<file path="src/rtl/vfu_result_arbiter_pkg.sv">
// Shared types for the VFU result arbiter slice.
// Provides the element/instruction-id types, the result source enum, the
// default starvation limit and a saturating counter helper.
package vfu_result_arbiter_pkg;

  localparam int unsigned ELEN    = 64;
  localparam int unsigned NrVInsn = 8;

  typedef logic [ELEN-1:0]            elen_t;
  typedef logic [$clog2(NrVInsn)-1:0] vid_t;

  typedef enum logic {
    VfuSrcAlu  = 1'b0,
    VfuSrcMfpu = 1'b1
  } vfu_src_e;

  localparam int unsigned VfuStarveLimit = 4;

  // Increment by one, but never past lim.
  function automatic logic [3:0] sat_inc(input logic [3:0] cnt, input logic [3:0] lim);
    return (cnt >= lim) ? lim : cnt + 4'd1;
  endfunction

endpackage

</file>
<file path="src/rtl/vfu_result_arbiter_chk.sv">
// Assertion checker for vfu_result_arbiter.
// Ports:
//   clk_i, rst_i  : clock and synchronous reset of the arbiter
//   vrf_req_i     : registered VRF request
//   vrf_gnt_i     : VRF accept
//   vrf_src_i     : registered source tag
//   payload_i     : registered payload, flattened
module vfu_result_arbiter_chk #(
  parameter int unsigned NrLanes      = 0,
  parameter int unsigned StarveLimit  = 4,
  parameter int unsigned PayloadWidth = 1
) (
  input logic                    clk_i,
  input logic                    rst_i,
  input logic                    vrf_req_i,
  input logic                    vrf_gnt_i,
  input logic                    vrf_src_i,
  input logic [PayloadWidth-1:0] payload_i
);

  // A stalled request must keep its payload, source and request bit.
  a_payload_stable: assert property (
    @(posedge clk_i) disable iff (rst_i)
      (vrf_req_i && !vrf_gnt_i && !rst_i) |=>
        ($stable(payload_i) && $stable(vrf_src_i) && vrf_req_i)
  ) else $error("vfu_result_arbiter: payload changed while stalled");

  a_starve_limit: assert property (
    @(posedge clk_i) (StarveLimit >= 32'd1) && (StarveLimit <= 32'd15)
  ) else $error("vfu_result_arbiter: StarveLimit %0d out of range", StarveLimit);

  a_nr_lanes: assert property (
    @(posedge clk_i) (NrLanes == 32'd0) ||
                     ((NrLanes <= 32'd16) && ((NrLanes & (NrLanes - 32'd1)) == 32'd0))
  ) else $error("vfu_result_arbiter: unsupported NrLanes %0d", NrLanes);

endmodule

</file>
<file path="src/rtl/vfu_result_buffer.sv">
// One-entry result holding buffer.
// Ports:
//   clk_i, rst_i  : clock, synchronous active-high reset
//   capture_i     : load data_i into the entry (wins over pop_i)
//   pop_i         : entry consumed by the output register this cycle
//   data_i        : incoming payload
//   valid_o       : entry holds a result
//   data_o        : stored payload
module vfu_result_buffer #(
  parameter type payload_t = logic
) (
  input  logic     clk_i,
  input  logic     rst_i,
  input  logic     capture_i,
  input  logic     pop_i,
  input  payload_t data_i,
  output logic     valid_o,
  output payload_t data_o
);

  logic     valid_q, valid_d;
  payload_t data_q, data_d;

  // Capture during a pop keeps the entry full with the new payload.
  always_comb begin
    valid_d = valid_q;
    data_d  = data_q;
    if (capture_i) begin
      valid_d = 1'b1;
      data_d  = data_i;
    end else if (pop_i) begin
      valid_d = 1'b0;
    end else begin
      valid_d = valid_q;
    end
  end

  always_ff @(posedge clk_i) begin
    if (rst_i) begin
      valid_q <= 1'b0;
      data_q  <= '0;
    end else begin
      valid_q <= valid_d;
      data_q  <= data_d;
    end
  end

  assign valid_o = valid_q;
  assign data_o  = data_q;

endmodule

</file>
<file path="src/rtl/vfu_result_arbiter.sv">
// Shares one VRF write port between the ALU and MFPU result channels.
// Each source has a one-entry holding buffer; a registered output stage
// picks MFPU first, except that the ALU wins once it has lost StarveLimit
// consecutive load slots.
// Ports:
//   clk_i, rst_i              : clock, synchronous active-high reset
//   alu_result_*_i / _gnt_o   : ALU result request, payload, accept pulse
//   mfpu_result_*_i / _gnt_o  : MFPU result request, payload, accept pulse
//   vrf_req_o, vrf_*_o        : registered write request and payload
//   vrf_src_o                 : 0 = ALU, 1 = MFPU
//   vrf_gnt_i                 : VRF accepts the current request
//   alu_starved_o             : starvation counter sits at StarveLimit
module vfu_result_arbiter
  import vfu_result_arbiter_pkg::*;
#(
  parameter int unsigned NrLanes     = 0,
  parameter type         vaddr_t     = logic,
  parameter int unsigned StarveLimit = VfuStarveLimit,
  localparam int unsigned DataWidth  = $bits(elen_t),
  localparam type         strb_t     = logic [DataWidth/8-1:0]
) (
  input  logic   clk_i,
  input  logic   rst_i,
  input  logic   alu_result_req_i,
  input  vid_t   alu_result_id_i,
  input  vaddr_t alu_result_addr_i,
  input  elen_t  alu_result_wdata_i,
  input  strb_t  alu_result_be_i,
  output logic   alu_result_gnt_o,
  input  logic   mfpu_result_req_i,
  input  vid_t   mfpu_result_id_i,
  input  vaddr_t mfpu_result_addr_i,
  input  elen_t  mfpu_result_wdata_i,
  input  strb_t  mfpu_result_be_i,
  output logic   mfpu_result_gnt_o,
  output logic   vrf_req_o,
  output vid_t   vrf_id_o,
  output vaddr_t vrf_addr_o,
  output elen_t  vrf_wdata_o,
  output strb_t  vrf_be_o,
  output logic   vrf_src_o,
  input  logic   vrf_gnt_i,
  output logic   alu_starved_o
);

  typedef struct packed {
    vid_t   id;
    vaddr_t addr;
    elen_t  wdata;
    strb_t  be;
  } payload_t;

  localparam logic [3:0] Limit = 4'(StarveLimit);

  payload_t alu_in, mfpu_in, alu_buf, mfpu_buf;
  logic     alu_valid, mfpu_valid;
  logic     load, starved, sel_alu, alu_pop, mfpu_pop;

  payload_t   out_q, out_d;
  logic       vrf_req_q, vrf_req_d;
  vfu_src_e   src_q, src_d;
  logic [3:0] starve_cnt_q, starve_cnt_d;

  assign alu_in  = '{id: alu_result_id_i, addr: alu_result_addr_i,
                     wdata: alu_result_wdata_i, be: alu_result_be_i};
  assign mfpu_in = '{id: mfpu_result_id_i, addr: mfpu_result_addr_i,
                     wdata: mfpu_result_wdata_i, be: mfpu_result_be_i};

  vfu_result_buffer #(.payload_t(payload_t)) i_alu_buf (
    .clk_i    (clk_i),
    .rst_i    (rst_i),
    .capture_i(alu_result_gnt_o),
    .pop_i    (alu_pop),
    .data_i   (alu_in),
    .valid_o  (alu_valid),
    .data_o   (alu_buf)
  );

  vfu_result_buffer #(.payload_t(payload_t)) i_mfpu_buf (
    .clk_i    (clk_i),
    .rst_i    (rst_i),
    .capture_i(mfpu_result_gnt_o),
    .pop_i    (mfpu_pop),
    .data_i   (mfpu_in),
    .valid_o  (mfpu_valid),
    .data_o   (mfpu_buf)
  );

  // Arbitration: MFPU first unless the ALU has been starved long enough.
  always_comb begin
    starved  = (starve_cnt_q == Limit);
    load     = (~vrf_req_q | vrf_gnt_i) & (alu_valid | mfpu_valid);
    sel_alu  = alu_valid & (~mfpu_valid | starved);
    alu_pop  = load & sel_alu;
    mfpu_pop = load & ~sel_alu;
  end

  // A buffer accepts when empty or being drained in the same cycle.
  assign alu_result_gnt_o  = alu_result_req_i  & (~alu_valid  | alu_pop)  & ~rst_i;
  assign mfpu_result_gnt_o = mfpu_result_req_i & (~mfpu_valid | mfpu_pop) & ~rst_i;

  // Output register and starvation counter next state.
  always_comb begin
    vrf_req_d    = vrf_req_q;
    out_d        = out_q;
    src_d        = src_q;
    starve_cnt_d = starve_cnt_q;

    if (load) begin
      vrf_req_d = 1'b1;
      if (sel_alu) begin
        out_d = alu_buf;
        src_d = VfuSrcAlu;
      end else begin
        out_d = mfpu_buf;
        src_d = VfuSrcMfpu;
      end
    end else if (vrf_gnt_i) begin
      // Granted with nothing buffered behind it.
      vrf_req_d = 1'b0;
    end else begin
      vrf_req_d = vrf_req_q;
    end

    if (~alu_valid || alu_pop) begin
      starve_cnt_d = 4'd0;
    end else if (load) begin
      // ALU waiting but MFPU took the slot.
      starve_cnt_d = sat_inc(starve_cnt_q, Limit);
    end else begin
      starve_cnt_d = starve_cnt_q;
    end
  end

  always_ff @(posedge clk_i) begin
    if (rst_i) begin
      vrf_req_q    <= 1'b0;
      out_q        <= '0;
      src_q        <= VfuSrcAlu;
      starve_cnt_q <= 4'd0;
    end else begin
      vrf_req_q    <= vrf_req_d;
      out_q        <= out_d;
      src_q        <= src_d;
      starve_cnt_q <= starve_cnt_d;
    end
  end

  assign vrf_req_o     = vrf_req_q;
  assign vrf_id_o      = out_q.id;
  assign vrf_addr_o    = out_q.addr;
  assign vrf_wdata_o   = out_q.wdata;
  assign vrf_be_o      = out_q.be;
  assign vrf_src_o     = src_q;
  assign alu_starved_o = starved;

  vfu_result_arbiter_chk #(
    .NrLanes     (NrLanes),
    .StarveLimit (StarveLimit),
    .PayloadWidth($bits(payload_t))
  ) i_chk (
    .clk_i    (clk_i),
    .rst_i    (rst_i),
    .vrf_req_i(vrf_req_q),
    .vrf_gnt_i(vrf_gnt_i),
    .vrf_src_i(src_q),
    .payload_i(out_q)
  );

endmodule
</file>
<file path="config.mk">
export PLATFORM = sky130hd
export DESIGN_NAME = vfu_result_arbiter
export DESIGN_NICKNAME = d
export VERILOG_FILES = /design/src/rtl/vfu_result_arbiter_pkg.sv /design/src/rtl/vfu_result_arbiter_chk.sv /design/src/rtl/vfu_result_buffer.sv /design/src/rtl/vfu_result_arbiter.sv
export SDC_FILE = /design/constraint.sdc
export NUM_CORES = 1
export LEC_CHECK = 0
export BUFFER_PORTS_ARGS = -buffer_cell sky130_fd_sc_hd__buf_2
export CAP_MARGIN = 20
export CORE_MARGIN = 5
export CORE_UTILIZATION = 50
export CTS_CLUSTER_DIAMETER = 80
export DETAILED_ROUTE_END_ITERATION = 8
export PLACE_DENSITY_LB_ADDON = 0.15
export SYNTH_ARGS = -nofsm -noshare
export SYNTH_HDL_FRONTEND = slang
export SYNTH_SLANG_ARGS = --single-unit
</file>
<file path="constraint.sdc">
create_clock -name clk_i -period 2.4 [get_ports clk_i]
set_input_delay 0.48 -clock clk_i [delete_from_list [all_inputs] [get_ports clk_i]]
set_output_delay 0.48 -clock clk_i [all_outputs]
set_load 0.03 [all_outputs]
</file>
==> results by group <==
Run status
  – Outcome: completed

STA
  – Max-slew violations: 0
  – Final hold vios: 0
  – Final TNS setup: 0 ns
  – Final worst-path cycle share: 96.9%
  – Tmin final: 2.32 ns
  – Final Hold Slack: 0.161 ns
  – RSZ-0062 raised after global routing: false
  – Max Freq: 0.430 GHz
  – Slew HR: 36.8%
  – Clk_skew: 0.00977 ns
  – Setup violators final: 0
  – Worst-margin pin slew: 0.948 ns

Critical path
  – Reg2reg end: i_mfpu_buf.data_o[32]$_SDFFE_PP0P_
  – Reg2reg path depth: 7
  – Crit path required time: 1.92 ns
  – Crit path max fanout: 40
  – Critical path endpoint category: output port
  – Kind of critical path: flop to output port
  – Worst R2R Start: starve_cnt_q[1]$_SDFFE_PP0N_
  – Flop-to-flop setup slack: 0.30 ns
  – WP data arrival: 1.84 ns
  – Worst setup SP type: flop

Synthesis
  – Post-synth EDFFs: 0
  – Synth top area cells: dfxtp_1 46%, mux2_2 9.6%, nor2b_1 9.5%
  – Main combinational cell family by area after synthesis: multiplexers
  – Cell taking the most area after synthesis: dfxtp_1
  – Post-synthesis cell area: 10200 sq um
  – #FFs+latches synth: 236
  – YS warnings: 0
  – Synth top area share: 46.5%
  – Adder-cell share of the synthesized area: 0.246%
  – Yosys cell types: 31
  – Asr flop ratio synth: 0%
  – Syn nets: 1164
  – Top FF cell, synth: dfxtp_1
  – Syn avg cell area: 10.1 sq um
  – Simple-gate portion of the synthesized area: 14.8%
  – Sequential share of the synthesized area: 46.5%
  – Compound-gate portion of the synthesized area: 16.2%
  – Instance count of the mapped netlist: 1005
  – Xor and xnor area share after synthesis: 0%
  – Multiplexer area fraction after synthesis: 16.8%

CTS
  – Clk_lat worst skew: 0.52 ns
  – Clock sinks: 236
  – CTS tree: yes
  – Hold buffers post-CTS: 0
  – Clock Path Buffers: 3
  – Root Driver: clkbuf_16
  – H-Tree Depth: 1
  – CTS buffer count: 25
  – Clock slew at reported path FFs: 0.06 ns

Worst hold path
  – HP Start: alu_result_wdata_i[45]
  – Hold Crit Endpoint: i_alu_buf.data_o[53]$_SDFFE_PP0P_
  – Worst min-delay path class: input pin to flop
  – Worst Hold Depth: 2

Global route
  – GRT Residual Overflow: 0
  – Antenna violations before repair: 1
  – Total GRT Usage: 24.2%
  – Vias in the first global route: 8855
  – First-pass GRT wire length: 47600 microns
  – Largest net degree at the start of global routing: 121

Layout
  – Fin area: 12500 sq um
  – Layout cell share with drive strength beyond 1: 34.1%
  – Area Growth Syn to Fin: 22.6%
  – Layout Utilization: 62.0%
  – Final net count: 1339
  – Most frequent cells in the layout: 233 x dfxtp_1, 233 x buf_2, 153 x nor2b_1, 87 x mux2_2, 80 x o21ai_0

Place
  – Placed cell areas: 11600 sq um
  – GP Congestion: 0.769
  – Post-DP HPWL: 17300 microns
  – Port Buf Inserts: 237

Route
  – DRT antenna net count: 0
  – Via-to-Cell Ratio: 5.92
  – Post-Route WL: 29500 microns
  – Routed WL per cell: 20.1 microns
  – DR vias: 8696
  – DRC: 0
  – Pre-antenna DRT Iters: 5
  – Detailed Route Iter0 Violations: 540

Die
  – Site row count: 52
  – Die Wd: 153 microns
  – Die area: 23300 sq um
  – Die Ht: 153 microns
  – IO Count: 238
  – Initial core utilization: 50.6%
  – CORE AREA: 20100 sq um

Pwr
  – Max IR drop VDD: 0.638 mV
  – PD cells: 772 nW/um^2
  – Leakage: 5.08 nW

Job
  – Maxcap violations: 0
## cells in the mapped netlist (3+ instances only)
cell         n
buf_4        4
clkbuf_1    88
a21oi_1      3
mux2_1      65
buf_2       18
dfxtp_1    236
mux2_2      87
o2111ai_1   78
nor2b_1    154
nor2_1       3
buf_6        4
a31oi_1     76
buf_1        6
o21ai_0     80
inv_1        7
nand4_1     76
## cells by family (layout without fill, tap and decap cells)
| logic type | count (synthesis) | after routing |
|---|---|---|
| other | 0 | 1 |
| and+or+nand+nor | 243 | 243 |
| DFF | 236 | 236 |
| muxes | 152 | 152 |
| adders and majority gates | 2 | 2 |
| buffers and inverters | 128 | 320 |
| AOI/OAI and AO/OA | 244 | 244 |
## per-layer routing
| metal | track usage, % | up-vias | wire length (microns) |
|---|---|---|---|
| met1 | 34.2 | 4239 | 13300 |
| met3 | 4.52 | 37 | 2020 |
| met5 | 0 | - | 0 |
| met4 | 5.81 | 0 | 563 |
| li1 | - | 4095 | - |
| met2 | 38.7 | 325 | 13600 |
## state kept, by name, summed over array words and instances (netlist names)
name / count
i_alu_buf.valid_o: 1
vrf_addr_o: 1
vrf_src_o: 1
vrf_be_o: 8
i_mfpu_buf.data_o: 76
i_alu_buf.data_o: 76
i_mfpu_buf.valid_o: 1
vrf_wdata_o: 64
starve_cnt_q: 4
vrf_req_o: 1
vrf_id_o: 3
## worst max-delay path by stage
stage                                            start                                 end  cells after the start
after floorplan           starve_cnt_q[0]$_SDFFE_PP0N_                    alu_result_gnt_o                      8
after global placement                       vrf_gnt_i  i_mfpu_buf.data_o[30]$_SDFFE_PP0P_                      5
after detailed placement  starve_cnt_q[0]$_SDFFE_PP0N_    i_alu_buf.data_o[7]$_SDFFE_PP0P_                      6
after CTS                 starve_cnt_q[0]$_SDFFE_PP0N_                       alu_starved_o                      5
after global routing      starve_cnt_q[0]$_SDFFE_PP0N_                       alu_starved_o                      5
final                     starve_cnt_q[1]$_SDFFE_PP0N_                       alu_starved_o                      5
## cell type report
cell class	instances	area [sq um]
Clock buffer	35	703
Antenna cell	1	2.50
Sequential cell	236	4730
Fill cell	1667	7630
Timing Repair Buffer	268	1590
Tap cell	270	338
Clock inverter	9	124
Inverter	8	30.0
Multi-Input combinational cell	641	4950
## where the power goes
group	switching [W]	total [W]	internal (W)	leakage [nW]
Clock	0.00156	0.00392	0.00236	0.410
Sequential	0.000166	0.00441	0.00424	1.95
Combinational	0.000725	0.00130	0.000578	2.72
## through the flow
step           cells  setup slack [ns]  total power (W)
2_1_floorplan   1005             0.344          0.00532
3_3_place_gp    1419             0.352          0.00576
3_5_place_dp    1419             0.324          0.00578
4_1_cts         1466            0.0182          0.00971
5_1_grt         1468            0.0169           0.0100
6_report        1468            0.0754          0.00963
## what timing repair did
item	CTS	global route
endpoints found under the setup margin	3	3
gates resized for setup	1	11
setup buffers	2	1
cloned	1	0
pin swaps	2	3
## critical path, stage by stage, from the launching register on
cell and delay, ns:
dfxtp_1 0.32, inv_1 0.06, ha_2 0.18, and3b_4 0.26, buf_16 0.25, clkbuf_4 0.25
(Power assumes the default switching activity.)
